==> src/rtl/full_handshake_pkg.sv <==
// Shared types and constants for the four-phase CDC handshake (transmit and receive ends).
package full_handshake_pkg;

   typedef enum logic [1:0] {
      IDLE     = 2'b00,
      ASSERT   = 2'b01,
      DEASSERT = 2'b10
   } hs_tx_state_e;

   localparam int HS_SYNC_STAGES = 2;

endpackage

==> src/rtl/sync_2ff.sv <==
// Multi-bit flop-chain synchronizer (HS_SYNC_STAGES deep), async active-low reset.
// Each bit is synchronized independently; only use for single-bit or gray-coded data.
module sync_2ff
   import full_handshake_pkg::*;
#(
   parameter int W = 1
) (
   input  logic         clk_i,
   input  logic         rst_n,
   input  logic [W-1:0] d,
   output logic [W-1:0] q
);

   logic [HS_SYNC_STAGES-1:0][W-1:0] stage_r;

   // Shift the asynchronous input through the synchronizer chain.
   always_ff @(posedge clk_i or negedge rst_n) begin
      if (!rst_n) begin
         stage_r <= {(HS_SYNC_STAGES*W){1'b0}};
      end else begin
         stage_r <= {stage_r[HS_SYNC_STAGES-2:0], d};
      end
   end

   assign q = stage_r[HS_SYNC_STAGES-1];

endmodule

==> src/rtl/full_handshake_tx.sv <==
// Transmit end of the four-phase req/ack CDC handshake.
// Optional one-entry holding buffer enabled by defining FULL_HANDSHAKE_TX_BUF_EN.
module full_handshake_tx
   import full_handshake_pkg::*;
#(
   parameter int DW = 32
) (
   input  logic          clk_i,
   input  logic          rst_n,
   input  logic          valid_i,
   input  logic [DW-1:0] data_i,
   output logic          ready_o,
   output logic          req_o,
   output logic [DW-1:0] req_data_o,
   input  logic          ack_i,
   output logic          done_o,
   output logic          busy_o
);

   hs_tx_state_e  state_r;
   hs_tx_state_e  state_nxt_s;
   logic          req_r;
   logic          req_nxt_s;
   logic [DW-1:0] data_r;
   logic [DW-1:0] data_nxt_s;
   logic          done_r;
   logic          done_nxt_s;
   logic          ack_s;
   logic          accept_s;

`ifdef FULL_HANDSHAKE_TX_BUF_EN
   logic          buf_valid_r;
   logic          buf_valid_nxt_s;
   logic [DW-1:0] buf_data_r;
   logic [DW-1:0] buf_data_nxt_s;
`endif

   // ack_i is only ever consumed through this synchronizer.
   sync_2ff #(
      .W(1)
   ) u_ack_sync (
      .clk_i (clk_i),
      .rst_n (rst_n),
      .d     (ack_i),
      .q     (ack_s)
   );

`ifdef FULL_HANDSHAKE_TX_BUF_EN
   assign ready_o = !buf_valid_r;
`else
   assign ready_o = (state_r == IDLE);
`endif

   assign accept_s = valid_i & ready_o;

   // Next-state, request and data sequencing for the four phases.
   always_comb begin
      state_nxt_s = state_r;
      req_nxt_s   = req_r;
      data_nxt_s  = data_r;
      done_nxt_s  = 1'b0;
`ifdef FULL_HANDSHAKE_TX_BUF_EN
      buf_valid_nxt_s = buf_valid_r;
      buf_data_nxt_s  = buf_data_r;
`endif
      case (state_r)
         IDLE: begin
`ifdef FULL_HANDSHAKE_TX_BUF_EN
            // A queued word always launches ahead of a new offer.
            if (buf_valid_r) begin
               data_nxt_s      = buf_data_r;
               req_nxt_s       = 1'b1;
               state_nxt_s     = ASSERT;
               buf_valid_nxt_s = 1'b0;
            end else if (accept_s) begin
               data_nxt_s  = data_i;
               req_nxt_s   = 1'b1;
               state_nxt_s = ASSERT;
            end else begin
               req_nxt_s = 1'b0;
            end
`else
            if (accept_s) begin
               data_nxt_s  = data_i;
               req_nxt_s   = 1'b1;
               state_nxt_s = ASSERT;
            end else begin
               req_nxt_s = 1'b0;
            end
`endif
         end
         ASSERT: begin
            if (ack_s) begin
               req_nxt_s   = 1'b0;
               state_nxt_s = DEASSERT;
            end else begin
               req_nxt_s = 1'b1;
            end
         end
         DEASSERT: begin
            if (!ack_s) begin
               state_nxt_s = IDLE;
               done_nxt_s  = 1'b1;
            end else begin
               state_nxt_s = DEASSERT;
            end
         end
         default: begin
            state_nxt_s = IDLE;
            req_nxt_s   = 1'b0;
         end
      endcase
`ifdef FULL_HANDSHAKE_TX_BUF_EN
      // Offers taken while a transfer is in flight are parked in the buffer.
      if (accept_s && (state_r != IDLE)) begin
         buf_valid_nxt_s = 1'b1;
         buf_data_nxt_s  = data_i;
      end else begin
         buf_data_nxt_s = buf_data_nxt_s;
      end
`endif
   end

   // State and output registers.
   always_ff @(posedge clk_i or negedge rst_n) begin
      if (!rst_n) begin
         state_r <= IDLE;
         req_r   <= 1'b0;
         data_r  <= {DW{1'b0}};
         done_r  <= 1'b0;
      end else begin
         state_r <= state_nxt_s;
         req_r   <= req_nxt_s;
         data_r  <= data_nxt_s;
         done_r  <= done_nxt_s;
      end
   end

`ifdef FULL_HANDSHAKE_TX_BUF_EN
   // Holding buffer registers.
   always_ff @(posedge clk_i or negedge rst_n) begin
      if (!rst_n) begin
         buf_valid_r <= 1'b0;
         buf_data_r  <= {DW{1'b0}};
      end else begin
         buf_valid_r <= buf_valid_nxt_s;
         buf_data_r  <= buf_data_nxt_s;
      end
   end
`endif

   assign req_o      = req_r;
   assign req_data_o = data_r;
   assign done_o     = done_r;
   assign busy_o     = (state_r != IDLE);

endmodule
==> config.mk <==
export PLATFORM = sky130hd
export DESIGN_NAME = full_handshake_tx
export DESIGN_NICKNAME = d
export VERILOG_FILES = /design/src/rtl/full_handshake_pkg.sv /design/src/rtl/sync_2ff.sv /design/src/rtl/full_handshake_tx.sv
export SDC_FILE = /design/constraint.sdc
export NUM_CORES = 1
export LEC_CHECK = 0
export BUFFER_PORTS_ARGS = -buffer_cell sky130_fd_sc_hd__clkbuf_2
export CORE_MARGIN = 10
export CORE_UTILIZATION = 25
export CTS_CLUSTER_DIAMETER = 120
export DETAILED_ROUTE_END_ITERATION = 8
export SLEW_MARGIN = 20
export SYNTH_ARGS = -nofsm -noshare
export SYNTH_HDL_FRONTEND = slang
export SYNTH_SLANG_ARGS = --single-unit
==> constraint.sdc <==
create_clock -name clk_i -period 3.4 [get_ports clk_i]
set_clock_uncertainty 0.15 [all_clocks]
set_input_delay 1.02 -clock clk_i [delete_from_list [all_inputs] [get_ports clk_i]]
set_output_delay 1.02 -clock clk_i [all_outputs]
set_load 0.02 [all_outputs]
==> run summary, run 1 <==
Status: finished clean
Clk_lat worst skew: 280 ps
Vias in the first global route: 1,095
Tcrit/Tclk final: 67.6%
I/O Pins: 72
Antenna violations before repair: 0
Last weighted congestion value of the routability-driven placer: 0.660
# Post-CTS Setup Buffers: 0
Critical setup path kind: reg -> out
Cell taking the most area after synthesis: dfrtp_1
Die height: 95.7 µm
Power Dens Cells: 1030 nW/µm²
Critical Path Max Stage Delay: 470 ps
Overall Power: 2.00 mW
H-tree levels: 2
Root buffer selected by CTS: clkbuf_8
Total die area: 9170 µm²
Worst-path clk slew: 70 ps
Worst vdd ir: 309 µV
First-pass GRT wire length: 5.01 mm
Critical path arrival: 1130 ps
Layout cells sized above 1: 69.6%
PostCTS Resize Cnt: 0
CTS tree: done
DRT Pass-1 Iters: 2
Final net count: 196
Setup crit start kind: flip-flop
Top cells by area, synth: dfrtp_1, mux2_2, buf_6
GRT Residual Overflow: 0
Delay-heaviest family, CP: flip-flops
Rows: 27
Ys async rst share: 100%
Relative slew slack: 39.2%
RSZ-0062 raised after global routing: false
Final wirelength: 3.08 mm
CTS Buf Count: 5
Setup TNS: 0 ps
Post-route ant nets: 0
GRT Overall Usage: 6.89%
Commonest cells in the netlist: dfrtp_1, mux2_2, buf_6
Launch point of the worst path: state_r[1]
Placed cell area: 1840 µm²
Syn Inst Count: 86
Worst Path Buf+Inv: 2
P_leak: 0.948 nW
DRT iter0 DRCs: 24
Fillers: 581
Fin util: 34.9%
Post-synthesis sequential area ratio: 66.3%
Worst-Margin Slew: 911 ps
Avg Cell Area, Syn: 16.7 µm²
Initial Util: 25.9%
Setup crit end kind: primary output
Post-synth EDFFs: 0
DR vias/cell: 4.20
I/O Buffers: 71
Die Wd: 95.7 µm
Max Root-Sink Buffers: 2
Final Cell Area: 1930 µm²
Fmax: 435 MHz
Final max-slew violation count: 0
Wire per inst: 13.2 µm
Syn Std Cell Area: 1430 µm²
Vias post-DR: 979
Hold buffer count at CTS: 0
Worst EP required: 2230 ps
Crit path time final: 2300 ps
FF/Latch Area: 951 µm²
CP max-delay cell: dfrtp_1
Area Growth Syn to Fin: 34.9%
Drc violations: 0
RR Startpoint: state_r[1]
Yosys warns: 0
Core area: 5540 µm²
Hold crit path type: reg -> reg
Cell variety after synth: 13
Multi-input logic area: 435 µm²
Max-cap violations: 0
Hold path start: u_ack_sync.stage_r[0]
Mapped Nets: 122
ANT cells: 0
Critical Path, Cell by Cell: nor2_1 -> inv_1 -> clkbuf_2
Main synth FF type: dfrtp_1
Final setup vio count: 0
Sink Count: 38
Seq cells post-synth: 38
Most common cell in the synthesized netlist: dfrtp_1
Worst Path Max Fanout: 7
Post-synth top area share: 66.3%
Largest net degree at the start of global routing: 39
Endpoints failing hold: 0
DPL Wire Length: 2.38 mm
-- metrics by stage --
step	hold slack (ps)	cells	worst slack, ps
finish	203	233	1100
global route	223	233	996
CTS	206	233	1070
detailed placement	188	225	1030
global placement	182	225	1060
floorplan	181	86	1200
-- worst paths after layout --
kind / to / slack (ps) / depth (start not counted)
min in group asynchronous: req_data_o[14] / 710 / 1
setup reg to reg: req_data_o[28] / 1660 / 3
hold / removal: u_ack_sync.q / 200 / 0
hold reg to reg: u_ack_sync.q / 200 / 0
max in group asynchronous: req_data_o[21] / 1830 / 1
setup / recovery: busy_o / 1100 / 3
-- power breakdown --
group | switching (mW) | total [mW] | internal [mW]
sequential | 0.128 | 0.799 | 0.671
combinational | 0.501 | 0.889 | 0.388
clock | 0.145 | 0.309 | 0.163
-- cells by family (layout without fill, tap and decap cells) --
| group | Yosys count | count (layout) | synth area share [%] |
|---|---|---|---|
| and+or+nand+nor | 8 | 8 | 4.10 |
| AOI/OAI and AO/OA | 1 | 1 | 0.524 |
| buffers and inverters | 6 | 81 | 3.32 |
| muxes | 32 | 32 | 25.1 |
| DFF | 38 | 38 | 66.3 |
| xor gates and xnor gates | 1 | 1 | 0.611 |
-- per-layer routing --
layer | up-vias | wire, µm | GRT usage, %
li1 | 442 | - | -
met1 | 483 | 1150 | 7.00
met2 | 48 | 1410 | 11.2
met3 | 6 | 472 | 4.28
met4 | 0 | 42 | 2.95
met5 | - | 0 | 0
-- placed cells by master, fill, tap and decap left out --
master and n:
and2_1 2, buf_4 1, clkbuf_1 1, clkbuf_2 71, clkbuf_8 6, clkinv_2 1, dfrtp_1 38, inv_1 1
mux2_2 32, nand3b_1 1, nor2_1 2, nor3_1 1, nor3b_1 1, nor3b_4 1, o31ai_1 1, xor2_1 1
-- registers in the layout, indices dropped and copies added (netlist names) --
register and count:
req_o 1, done_o 1, u_ack_sync.stage_r 1, req_data_o 32
state_r 2, u_ack_sync.q 1
-- area by class of cell --
type                    instances  share of cell area (%)
clock buffers                   7                    4.46
clock inverters                 1                   0.259
inverters                       1                   0.194
multi-input cells              42                    22.5
flip-flops and latches         38                    49.2
well taps                      72                    4.66
repair buffers                 72                    18.8
(Power assumes the default switching activity.)
==> run 2, diff against run 1 <==
Clock period 3.4 ns to 2.3 ns, I/O delays scaled along.
==> run summary, run 2 (synthesized netlist as in run 1, its figures left out) <==
Status: finished clean
H-tree levels: 2 (unchanged)
Final net count: 197 (+0.51%)
Clk_lat worst skew: 280 ps (about the same)
Core area: 5540 µm² (unchanged)
Net Sw Frac: 38.9% (+0.11 points)
GRT Overall Usage: 7.01% (+0.11 points)
Hold Crit Depth: 0 (unchanged)
Worst-Margin Slew: 465 ps (-446 ps)
P_leak: 0.957 nW (+0.88%)
DRT iter0 DRCs: 17 (-29%)
Critical setup path kind: reg -> out
Worst EP required: 1460 ps (-770 ps)
Most frequent cells in the layout: clkbuf_2, dfrtp_1, mux2_2
Die height: 95.7 µm (unchanged)
Placed cell area: 1860 µm² (+1.1%)
Setup crit start kind: flip-flop
Final max-slew violation count: 0 (unchanged)
# Post-CTS Setup Buffers: 0 (unchanged)
DPL Wire Length: 2.43 mm (+1.9%)
RR Endpoint: req_data_o[27]
R2R Setup Slk: 660 ps (-1000 ps)
Max Root-Sink Buffers: 2 (unchanged)
Busiest layer in global routing: met2
Layout cells sized above 1: 69.8% (+0.19 points)
Final Cell Area: 1950 µm² (+1.0%)
Met1 Use GR: 7.65% (+0.65 points)
PostCTS Resize Cnt: 0 (unchanged)
Worst vdd ir: 460 µV (+49%)
Hold Crit Endpoint: u_ack_sync.q
DR vias/cell: 3.99 (-5.1%)
Max FFs per register: 32 (unchanged)
Area Growth Syn to Fin: 36.3%
Critical path arrival: 1130 ps (about the same)
Grt met2 use: 10.9% (-0.28 points)
Wire per inst: 13.7 µm (+3.6%)
Worst-path clk slew: 70 ps (about the same)
Endpoints failing hold: 0 (unchanged)
Commonest non-fill, non-tap cell in the layout: clkbuf_2
Internal power: 1.83 mW (+49%)
Seq pwr share: 39.5% (-0.5 points)
Final wirelength: 3.20 mm (+4.0%)
CTS tree: done
Largest net degree at the start of global routing: 39 (unchanged)
Worst Path Max Fanout: 7 (unchanged)
DRT Pass-1 Iters: 2 (unchanged)
Worst-case reg-to-reg path depth: 3 (unchanged)
GRT Residual Overflow: 0 (unchanged)
Met3 GRT Util: 4.36% (+0.078 points)
Fillers: 568 (-2.2%)
Antenna violations before repair: 0 (unchanged)
Clock Power Share: 15.5% (about the same)
Tcrit/Tclk final: 85.7%
Hold crit path type: reg -> reg
Setup TNS: 0 ps (unchanged)
RR Startpoint: state_r[1]
First-pass GRT wire length: 5.02 mm (+0.28%)
Vias in the first global route: 1,088 (-0.64%)
Power Dens Cells: 1530 nW/µm² (+48%)
Drc violations: 0 (unchanged)
Root buffer selected by CTS: clkbuf_8
Rows: 27 (unchanged)
Sink Count: 38 (unchanged)
I/O Pins: 72 (unchanged)
I/O Buffers: 71 (unchanged)
Final setup vio count: 0 (unchanged)
Last weighted congestion value of the routability-driven placer: 0.633 (-4.0%)
Switching power: 1.16 mW (+50%)
Total die area: 9170 µm² (unchanged)
Die Wd: 95.7 µm (unchanged)
Post-route ant nets: 0 (unchanged)
Initial Util: 25.9% (unchanged)
Max-cap violations: 0 (unchanged)
Hold path start: u_ack_sync.stage_r[0]
Fmax: 507 MHz
ANT cells: 0 (unchanged)
Vias post-DR: 933 (-4.7%)
RSZ-0062 raised after global routing: false
Relative slew slack: 69.0% (+30 points)
Setup crit end kind: primary output
Comb power frac: 45.0% (+0.5 points)
Crit path time final: 1970 ps
Hold buffer count at CTS: 0 (unchanged)
CTS Buf Count: 5 (unchanged)
run 2: changes by cell type in the layout (fill, tap and decap cells not counted):
cell    change
buf_12      +1
run 2: stage by stage:
stage | cells | setup slack [ps] | hold WS (ps) | power, mW | utilization [%]
3_3_place_gp | 226 | 434 | 183 | 2.55 | 33.6
3_5_place_dp | 226 | 388 | 186 | 2.57 | 33.6
5_1_grt | 234 | 245 | 214 | 3.20 | 35.3
4_1_cts | 234 | 307 | 204 | 3.06 | 35.3
6_report | 234 | 328 | 201 | 2.99 | 35.3
2_1_floorplan | 86 | 431 | 181 | 2.10 | -
run 2: area by class of cell:
class	count	area (µm²)	share of cell area [%]
flip-flops and latches	38	951	48.7
multi-input cells	42	435	22.3
repair buffers	73	383	19.6
well taps	72	90.1	4.61
clock buffers	7	86.3	4.42
clock inverters	1	5.00	0.256
inverters	1	3.75	0.192
run 2: routing by layer:
metal  vias to the layer above  wire [µm]
met4                         0         34
met5                         -          0
met3                         4        465
met1                       433       1280
met2                        48       1420
li1                        448          -
run 2: power groups by stage:
stage / sequential [mW] / combinational [mW] / clock, mW
after floorplan: 1.53 / 0.579 / 0
after global placement: 1.19 / 1.36 / 0
after detailed placement: 1.19 / 1.38 / 0
after CTS: 1.19 / 1.38 / 0.492
after global routing: 1.23 / 1.45 / 0.518
final: 1.18 / 1.34 / 0.464
run 2: worst max-delay path, stage by stage, from the launching register on:
cell	delay, ps
dfrtp_1	480
nor2_1	170
inv_1	50
clkbuf_2	150
run 2: worst max-delay path by stage:
| stage | cells after the start | from | end | slack (ps) |
|---|---|---|---|---|
| 3_3_place_gp | 4 | valid_i | req_data_o[24] | 430 |
| 5_1_grt | 3 | state_r[1] | busy_o | 250 |
| 6_report | 3 | state_r[1] | busy_o | 330 |
| 4_1_cts | 3 | state_r[1] | busy_o | 310 |
| 3_5_place_dp | 4 | valid_i | req_data_o[27] | 390 |
| 2_1_floorplan | 3 | state_r[1] | busy_o | 430 |
